**config.mk**
```make
export PLATFORM = sky130hd
export DESIGN_NAME = seq_chunk_adder_flat
export DESIGN_NICKNAME = d
export VERILOG_FILES = /design/src/rtl/seq_chunk_adder_if.sv /design/src/rtl/seq_chunk_adder.sv /design/src/flat_wrapper.sv
export SDC_FILE = /design/constraint.sdc
export NUM_CORES = 1
export LEC_CHECK = 0
export CAP_MARGIN = 20
export CORE_MARGIN = 2
export CORE_UTILIZATION = 35
export DETAILED_ROUTE_END_ITERATION = 12
export REMOVE_ABC_BUFFERS = 1
export SLEW_MARGIN = 40
export SYNTH_ARGS = -nofsm -noshare
export SYNTH_HDL_FRONTEND = slang
export SYNTH_SLANG_ARGS = --single-unit
```
**constraint.sdc**
```tcl
create_clock -name clk -period 3.2 [get_ports clk]
set_input_delay 0.64 -clock clk [delete_from_list [all_inputs] [get_ports clk]]
set_output_delay 0.64 -clock clk [all_outputs]
set_load 0.005 [all_outputs]
```
**src/rtl/seq_chunk_adder_if.sv**
```systemverilog
// seq_chunk_adder_if: the operation bus of seq_chunk_adder.
//   master : drives start, a, b, c_in and sub. It receives busy, done, sum, carry, c_out and ovf.
//   slave  : the adder side, with the same signals in the opposite directions.
// WIDTH is the operand and sum width in bits.
// CHUNK is the number of bits added per clock.
// carry is NCH = WIDTH/CHUNK bits wide. Bit i is the carry-out of chunk i.
interface seq_chunk_adder_if #(
  parameter int unsigned WIDTH = 16,
  parameter int unsigned CHUNK = 4
);
  localparam int unsigned NCH = WIDTH / CHUNK;

  logic             start;
  logic [WIDTH-1:0] a;
  logic [WIDTH-1:0] b;
  logic             c_in;
  logic             sub;
  logic             busy;
  logic             done;
  logic [WIDTH-1:0] sum;
  logic [NCH-1:0]   carry;
  logic             c_out;
  logic             ovf;

  modport master (
    output start, a, b, c_in, sub,
    input  busy, done, sum, carry, c_out, ovf
  );

  modport slave (
    input  start, a, b, c_in, sub,
    output busy, done, sum, carry, c_out, ovf
  );
endinterface

```
**src/rtl/seq_chunk_adder.sv**
```systemverilog
// seq_chunk_adder: a sequential adder/subtractor that processes CHUNK bits per clock.
//   clk   : the single clock. All state changes on its rising edge.
//   rst_n : asynchronous, active-low reset.
//   bus   : a seq_chunk_adder_if slave.
//           start launches an operation on a, b, c_in and sub.
//           busy is high while chunks are being added.
//           done pulses for one cycle when the result is complete.
//           sum, carry (per-chunk carry-outs), c_out and ovf hold until the next accepted start.
// sub=0 computes A+B+c_in. sub=1 computes A-B as A + ~B + 1.
module seq_chunk_adder #(
  parameter int unsigned WIDTH = 16,
  parameter int unsigned CHUNK = 4
) (
  input logic            clk,
  input logic            rst_n,
  seq_chunk_adder_if.slave bus
);

  localparam int unsigned NCH = WIDTH / CHUNK;
  localparam int unsigned IW  = (NCH > 1) ? $clog2(NCH) : 1;

  typedef enum logic [1:0] {IDLE, RUN, DONE} state_t;

  state_t           state;
  logic [IW-1:0]    idx;
  logic [WIDTH-1:0] a_q;
  logic [WIDTH-1:0] bx_q;     // B already inverted for subtraction
  logic             chain_c;  // carry into the chunk currently being added
  logic [WIDTH-1:0] sum_q;
  logic [NCH-1:0]   carry_q;
  logic             ovf_q;

  logic [CHUNK-1:0] a_ch;
  logic [CHUNK-1:0] b_ch;
  logic [CHUNK-1:0] s_ch;
  logic             co_ch;
  logic             cmsb;
  logic             last;

  // Select the active chunk and add it.
  always_comb begin
    a_ch = '0;
    b_ch = '0;
    for (int unsigned j = 0; j < NCH; j++) begin
      if (idx == IW'(j)) begin
        a_ch = a_q[j*CHUNK +: CHUNK];
        b_ch = bx_q[j*CHUNK +: CHUNK];
      end
    end
    {co_ch, s_ch} = {1'b0, a_ch} + {1'b0, b_ch} + {{CHUNK{1'b0}}, chain_c};
    // The carry into the chunk MSB is recovered from the XOR of that bit's addends and its sum bit.
    cmsb = a_ch[CHUNK-1] ^ b_ch[CHUNK-1] ^ s_ch[CHUNK-1];
    last = (idx == IW'(NCH - 1));
  end

  always_ff @(posedge clk or negedge rst_n) begin
    if (!rst_n) begin
      state   <= IDLE;
      idx     <= '0;
      a_q     <= '0;
      bx_q    <= '0;
      chain_c <= 1'b0;
      sum_q   <= '0;
      carry_q <= '0;
      ovf_q   <= 1'b0;
    end else begin
      case (state)
        IDLE, DONE: begin
          if (bus.start) begin
            // sub is absorbed at capture time:
            //   B is stored inverted.
            //   The chunk-0 carry-in becomes 1.
            // This is why no separate mode register is kept.
            a_q     <= bus.a;
            bx_q    <= bus.sub ? ~bus.b : bus.b;
            chain_c <= bus.sub | bus.c_in;
            sum_q   <= '0;
            carry_q <= '0;
            ovf_q   <= 1'b0;
            idx     <= '0;
            state   <= RUN;
          end else if (state == DONE) begin
            state <= IDLE;
          end
        end
        RUN: begin
          for (int unsigned j = 0; j < NCH; j++) begin
            if (idx == IW'(j)) begin
              sum_q[j*CHUNK +: CHUNK] <= s_ch;
              carry_q[j]              <= co_ch;
            end
          end
          chain_c <= co_ch;
          if (last) begin
            ovf_q <= cmsb ^ co_ch;
            state <= DONE;
          end else begin
            idx <= idx + 1'b1;
          end
        end
        default: state <= IDLE;
      endcase
    end
  end

  assign bus.busy  = (state == RUN);
  assign bus.done  = (state == DONE);
  assign bus.sum   = sum_q;
  assign bus.carry = carry_q;
  assign bus.c_out = carry_q[NCH-1];
  assign bus.ovf   = ovf_q;

endmodule

```
**src/flat_wrapper.sv**
```systemverilog
// flat-port wrapper written by rule: the top's interface ports become plain ports
module seq_chunk_adder_flat 
#(
  parameter int unsigned WIDTH = 16,
  parameter int unsigned CHUNK = 4
)
  (clk, rst_n, bus_start, bus_a, bus_b, bus_c_in, bus_sub, bus_busy, bus_done, bus_sum, bus_carry, bus_c_out, bus_ovf);
  seq_chunk_adder_if #(.WIDTH(WIDTH), .CHUNK(CHUNK)) bus_i ();
  input logic clk;
  input logic rst_n;
  input wire logic [$bits(bus_i.start)-1:0] bus_start;
  input wire logic [$bits(bus_i.a)-1:0] bus_a;
  input wire logic [$bits(bus_i.b)-1:0] bus_b;
  input wire logic [$bits(bus_i.c_in)-1:0] bus_c_in;
  input wire logic [$bits(bus_i.sub)-1:0] bus_sub;
  output wire logic [$bits(bus_i.busy)-1:0] bus_busy;
  output wire logic [$bits(bus_i.done)-1:0] bus_done;
  output wire logic [$bits(bus_i.sum)-1:0] bus_sum;
  output wire logic [$bits(bus_i.carry)-1:0] bus_carry;
  output wire logic [$bits(bus_i.c_out)-1:0] bus_c_out;
  output wire logic [$bits(bus_i.ovf)-1:0] bus_ovf;
  assign bus_i.start = bus_start;
  assign bus_i.a = bus_a;
  assign bus_i.b = bus_b;
  assign bus_i.c_in = bus_c_in;
  assign bus_i.sub = bus_sub;
  assign bus_busy = bus_i.busy;
  assign bus_done = bus_i.done;
  assign bus_sum = bus_i.sum;
  assign bus_carry = bus_i.carry;
  assign bus_c_out = bus_i.c_out;
  assign bus_ovf = bus_i.ovf;
  seq_chunk_adder #(.WIDTH(WIDTH), .CHUNK(CHUNK)) u_core (.clk(clk), .rst_n(rst_n), .bus(bus_i));
endmodule
```
After elaboration in Yosys (flattened, before gate mapping). Cells that the tools add are included.

Flip-flop bits (word level): 58. Bits of input ports: 37. Output and inout port bits: 24.

Add/subtract/negate cells: 3. Equality and inequality tests: 12. Multiplexer cells: 33. Bitwise logic cells: 5. Reductions and logical operators: 12.

Operator list (count): 2-to-1 mux 4 bit (13); 2-to-1 mux 16 bit (2); case mux 16 bit (2 select lines) (1); NOT 16 bit (1); AND reduction 3 bit (5); 2-to-1 mux 2 bit (5); inequality test 2 x 1 -> 1 bit (second input constant) (4); case mux 2 bit (2 select lines) (2); case mux 4 bit (2 select lines) (1); 2-to-1 mux 1 bit (7); == test 2 bit (second input constant) (3); AND reduction 2 bit (3); adder 4 x 4 -> 5 bit (1); adder 5 x 1 -> 5 bit (1); == test 2 x 1 -> 1 bit (second input constant) (2); zero test 2 bit (2); inequality test 2 bit (second input constant) (2); case mux 1 bit (2 select lines) (2); inequality test 3 bit (second input constant) (1); bitwise XOR 1 bit (3); adder 2 x 1 -> 2 bit (second input constant) (1); nonzero test 2 bit (1); OR reduction 2 bit (1); bitwise OR 1 bit (1).

Depth between registers and ports, before layout.
Word-level depth: 11. Depth in mapped cells: 13. Gate-level depth less buffers: 12.

Worst setup path before layout. OpenSTA, ideal clock, no wires.

Path type: register to register. Start point: reg u_core.idx[0]. End point: reg u_core.carry_q[0], in the netlist u_core.bus.carry[0]. Arrival: 2.572 ns. Data required time: 3.117 ns. Slack: 0.545 ns. Cell stages (with the launch flop): 14. Buffers on the path: 2. Period minus slack after synthesis: 2.655 ns. Cells stage by stage: dfrtp_1 -> inv_1 -> ha_1 -> buf_2 -> buf_6 -> a221oi_1 -> nor3_1 -> a21oi_1 -> fa_1 -> fa_1 -> nand2b_1 -> a21oi_1 -> nand2_1 -> o21ai_0.

Longest elaborated chain between the ends: 9. Elaborated cells on any way between the ends: 18.

Ends and longest elaborated chain: from (decl) (RTL line seq_chunk_adder.sv:25) `logic [IW-1:0] idx;`; from (signal assigned) (RTL line seq_chunk_adder.sv:98) `idx <= idx + 1'b1;`; zero test 2 bit (RTL line seq_chunk_adder.sv:45, seq_chunk_adder.sv:88); 2-to-1 mux 4 bit (4 in series) (RTL line seq_chunk_adder.sv:45) `if (idx == IW'(j)) begin`; adder 4 x 4 -> 5 bit (RTL line seq_chunk_adder.sv:50) `{co_ch, s_ch} = {1'b0, a_ch} + {1'b0, b_ch} + {{CHUNK{1'b0}}, chain_c};`; adder 5 x 1 -> 5 bit (RTL line seq_chunk_adder.sv:50); 2-to-1 mux 1 bit (RTL line seq_chunk_adder.sv:88) `if (idx == IW'(j)) begin`; case mux 4 bit (2 select lines) (RTL line seq_chunk_adder.sv:67) `case (state)`; to (signal, indexed assignment) (RTL line seq_chunk_adder.sv:90) `carry_q[j] <= co_ch;`; to (decl) (RTL line seq_chunk_adder.sv:30) `logic [NCH-1:0] carry_q;`.

Several ways; a longest one is shown, not always the timed one. The select of a mux whose other input is x is not followed. A chain may end at the register's enable or synchronous reset.

Worst setup path after layout.
Start point: reg u_core.idx[1]. End point: reg u_core.carry_q[1], in the netlist u_core.bus.carry[1].

Longest elaborated chain between the ends: 9. Elaborated cells on any way between the ends: 18.

Ends and longest elaborated chain (RTL line): zero test 2 bit (seq_chunk_adder.sv:45); 2-to-1 mux 4 bit (4 in series) (seq_chunk_adder.sv:45); adder 4 x 4 -> 5 bit (seq_chunk_adder.sv:50); adder 5 x 1 -> 5 bit (seq_chunk_adder.sv:50); 2-to-1 mux 1 bit (seq_chunk_adder.sv:88); case mux 4 bit (2 select lines) (seq_chunk_adder.sv:67).

Several ways; a longest one is shown, not always the timed one. The select of a mux whose other input is x is not followed.

==> qor.csv <==
metric;value;unit
gp_routability_congestion;0.848;
fillers;809;
cp_num_cells;11;
grt_usage;15.5;%
skew;0.00804;ns
worstPathArrival;3.18;ns
crit_family;adder cells;
grt_antenna_before_repair;0;
grt_pass1_wl;10500;um
die-width;94.5;um
yosysSeqAreaShare;50.7;%
timing.hold.ws;0.306;ns
cp-start-kind;flop;
finalWirelength;6250;um
crit_chain;inv_1 > ha_1 > a221oi_1 > nor3_1 > a21oi_1 > fa_1 > fa_1 > nand2b_1 > a21oi_1 > nand2_1 > o21ai_0;
yosys-top-cells-area;dfrtp_1 (51%), nand2_1 (9.6%), o21ai_0 (6.3%);
status;complete, no violations;
routedWlPerCell;13.2;um
cts_max_level;3;
p_leak;1.66;nW
syn_area_per_cell;9.39;sq um
dp_hpwl;4670;um
clk_pin_slew;0.07;ns
fmax;342;MHz
grt_pass1_vias;2213;
drtAntennaViolNets;0;
hold_violations;0;
drive_gt1_share;10.0;%
slew_violations;0;
grt-ovfl-total;0;
synth_area;2870;sq um
synth_fa_ha_area_share;4.45;%
critPathSlowestCell;fa_1;
synth_top_area_cell;dfrtp_1;
setup_viol;0;
tns;0;ns
rr_endpoint;u_core.bus.carry[1];
layout_min_cycle_time;2.92;ns
post_cts_resized;0;
r2r-start;u_core.idx[1];
synthDistinctLibCells;28;
die-area;8930;sq um
post_cts_buffers;0;
cts_buffers;9;
period_share;91.4;%
start_util;35.4;%
pin_count;61;
slowest_delay;0.45;ns
worst_slew_pin_slew;0.628;ns
port_buffers;60;
viasPerCell;4.62;
yosysMostFrequentCell;nand2_1;
reg2reg_slack;0.28;ns
std_cell_rows;33;
syn_to_final_growth;30.8;%
required;3.46;ns
core-area;8090;sq um
die_h;94.5;um
reg2reg_depth;11;
yosys_register_bits;58;
hold_path_class;in -> async;
cp_max_fo;11;
synth_mux_area_share;0;%
synth_top_family_by_area;simple AND/OR/NAND/NOR gates;
synth_compound_area_share;13.1;%
cp-endpoint;u_core.bus.carry[1];
pwr_density_cell;1020;nW/um^2
critPathKind;reg -> reg;
finalNetCount;410;
synth-xor-area-share;5.81;%
yosys.area_share.simple;20.5;%
cts_tree;built;
cp-end-kind;flop;
synth_top_flop_cell;dfrtp_1;
drc;0;
synthTopCellsByCount;nand2_1 (73), dfrtp_1 (58), o21ai_0 (36), nand3_1 (23), xnor2_1 (18);
ctsHoldBuffers;0;
ir_drop;0.365;mV
slew_headroom;58.1;%
maxCapViolations;0;
clock_sinks;58;
crit_path_start;u_core.idx[1];
drt_first_iter_violations;93;
postSynth.asyncResetShare;100;%
critPathBufInv;1;
synth_edf_count;0;
dr.pass1.iters;4;
vias;2192;
ctsRootBufferMaster;clkbuf_8;
rsz0062_at_grt;no;
yosys.area.top_type_share;50.7;%
synth_warnings;0;
grt_max_degree;33;
diodes;0;
clockBufferDepth;2;
worstSkewPairLatency;0.34;ns
syn_inst;305;
==> where the power goes <==
part / leakage, nW / switching, mW / internal, mW
sequential: 0.739 / 0.199 / 1.05
combinational: 0.809 / 1.01 / 0.808
clock: 0.110 / 0.309 / 0.444
total: 1.66 / 1.52 / 2.30
==> through the flow <==
stage,utilization (%),area (sq um),std cells,total power [mW],worst slack [ns]
CTS,46.3,3750,474,3.87,0.269
floorplan,-,2730,284,2.37,0.375
global route,46.3,3750,474,4.18,0.0174
detailed placement,43.5,3520,458,3.11,0.275
finish,46.3,3750,474,3.82,0.277
global placement,43.6,3530,458,3.05,0.399
==> kinds of logic after synthesis <==
family | after synthesis
buffers and inverters | 26
DFF | 58
xor gates and xnor gates | 19
and+or+nand+nor | 130
adders and majority gates | 9
AOI/OAI and AO/OA | 63
==> layout make-up <==
cell class | instances | area (sq um) | share of cell area [%]
Timing Repair Buffer | 69 | 658 | 17.6
Inverter | 5 | 18.8 | 0.501
Tap cell | 105 | 131 | 3.51
Clock buffer | 9 | 124 | 3.31
Clock inverter | 7 | 103 | 2.74
Sequential cell | 58 | 1450 | 38.7
Multi-Input combinational cell | 221 | 1260 | 33.7
==> cells in the final DEF, fill, tap and decap left out, types with 3 or more instances in the layout <==
| cell type | netlist | layout |
|---|---|---|
| a221oi_2 | 4 | 4 |
| nor2_1 | 6 | 6 |
| nand2_1 | 73 | 73 |
| a21oi_1 | 10 | 10 |
| clkbuf_8 | 0 | 9 |
| nor3_1 | 4 | 4 |
| ha_1 | 7 | 7 |
| inv_1 | 5 | 5 |
| nand3_1 | 23 | 23 |
| o21ai_0 | 36 | 36 |
| buf_4 | 3 | 9 |
| xnor2_1 | 18 | 18 |
| nand3b_1 | 3 | 3 |
| nor2b_1 | 13 | 13 |
| nand2_2 | 4 | 4 |
| clkinv_4 | 0 | 3 |
| dfrtp_1 | 58 | 58 |
| o21ai_1 | 6 | 6 |
| clkdlybuf4s50_1 | 0 | 58 |
==> registers in the layout (all words and copies together), names as in the netlist <==
name and cells:
u_core.bus.carry 4, u_core.chain_c 1, u_core.bx_q 16, u_core.bus.ovf 1
u_core.a_q 16, u_core.bus.sum 16, u_core.state 2, u_core.idx 2
==> worst min path at each step <==
stage	from	to	slack (ns)	cells past startpoint
2_1_floorplan	rst_n	u_core.a_q[0]	0.34	0
3_3_place_gp	u_core.a_q[1]	u_core.a_q[1]	0.46	2
3_5_place_dp	u_core.a_q[2]	u_core.a_q[2]	0.47	2
4_1_cts	rst_n	u_core.bus.sum[2]	0.32	1
5_1_grt	rst_n	u_core.bus.sum[14]	0.34	1
6_report	rst_n	u_core.bus.sum[14]	0.31	1
==> layer usage <==
metal  share of wire, %  vias to the layer above  global-route usage, %
met2                 46                       51                   24.9
li1                   -                     1133                      -
met1                 48                      998                   19.7
met4                1.9                        0                   6.28
met3                4.9                       10                   4.55
met5                  0                        -                      0
Power figures use the tool's default switching activity.
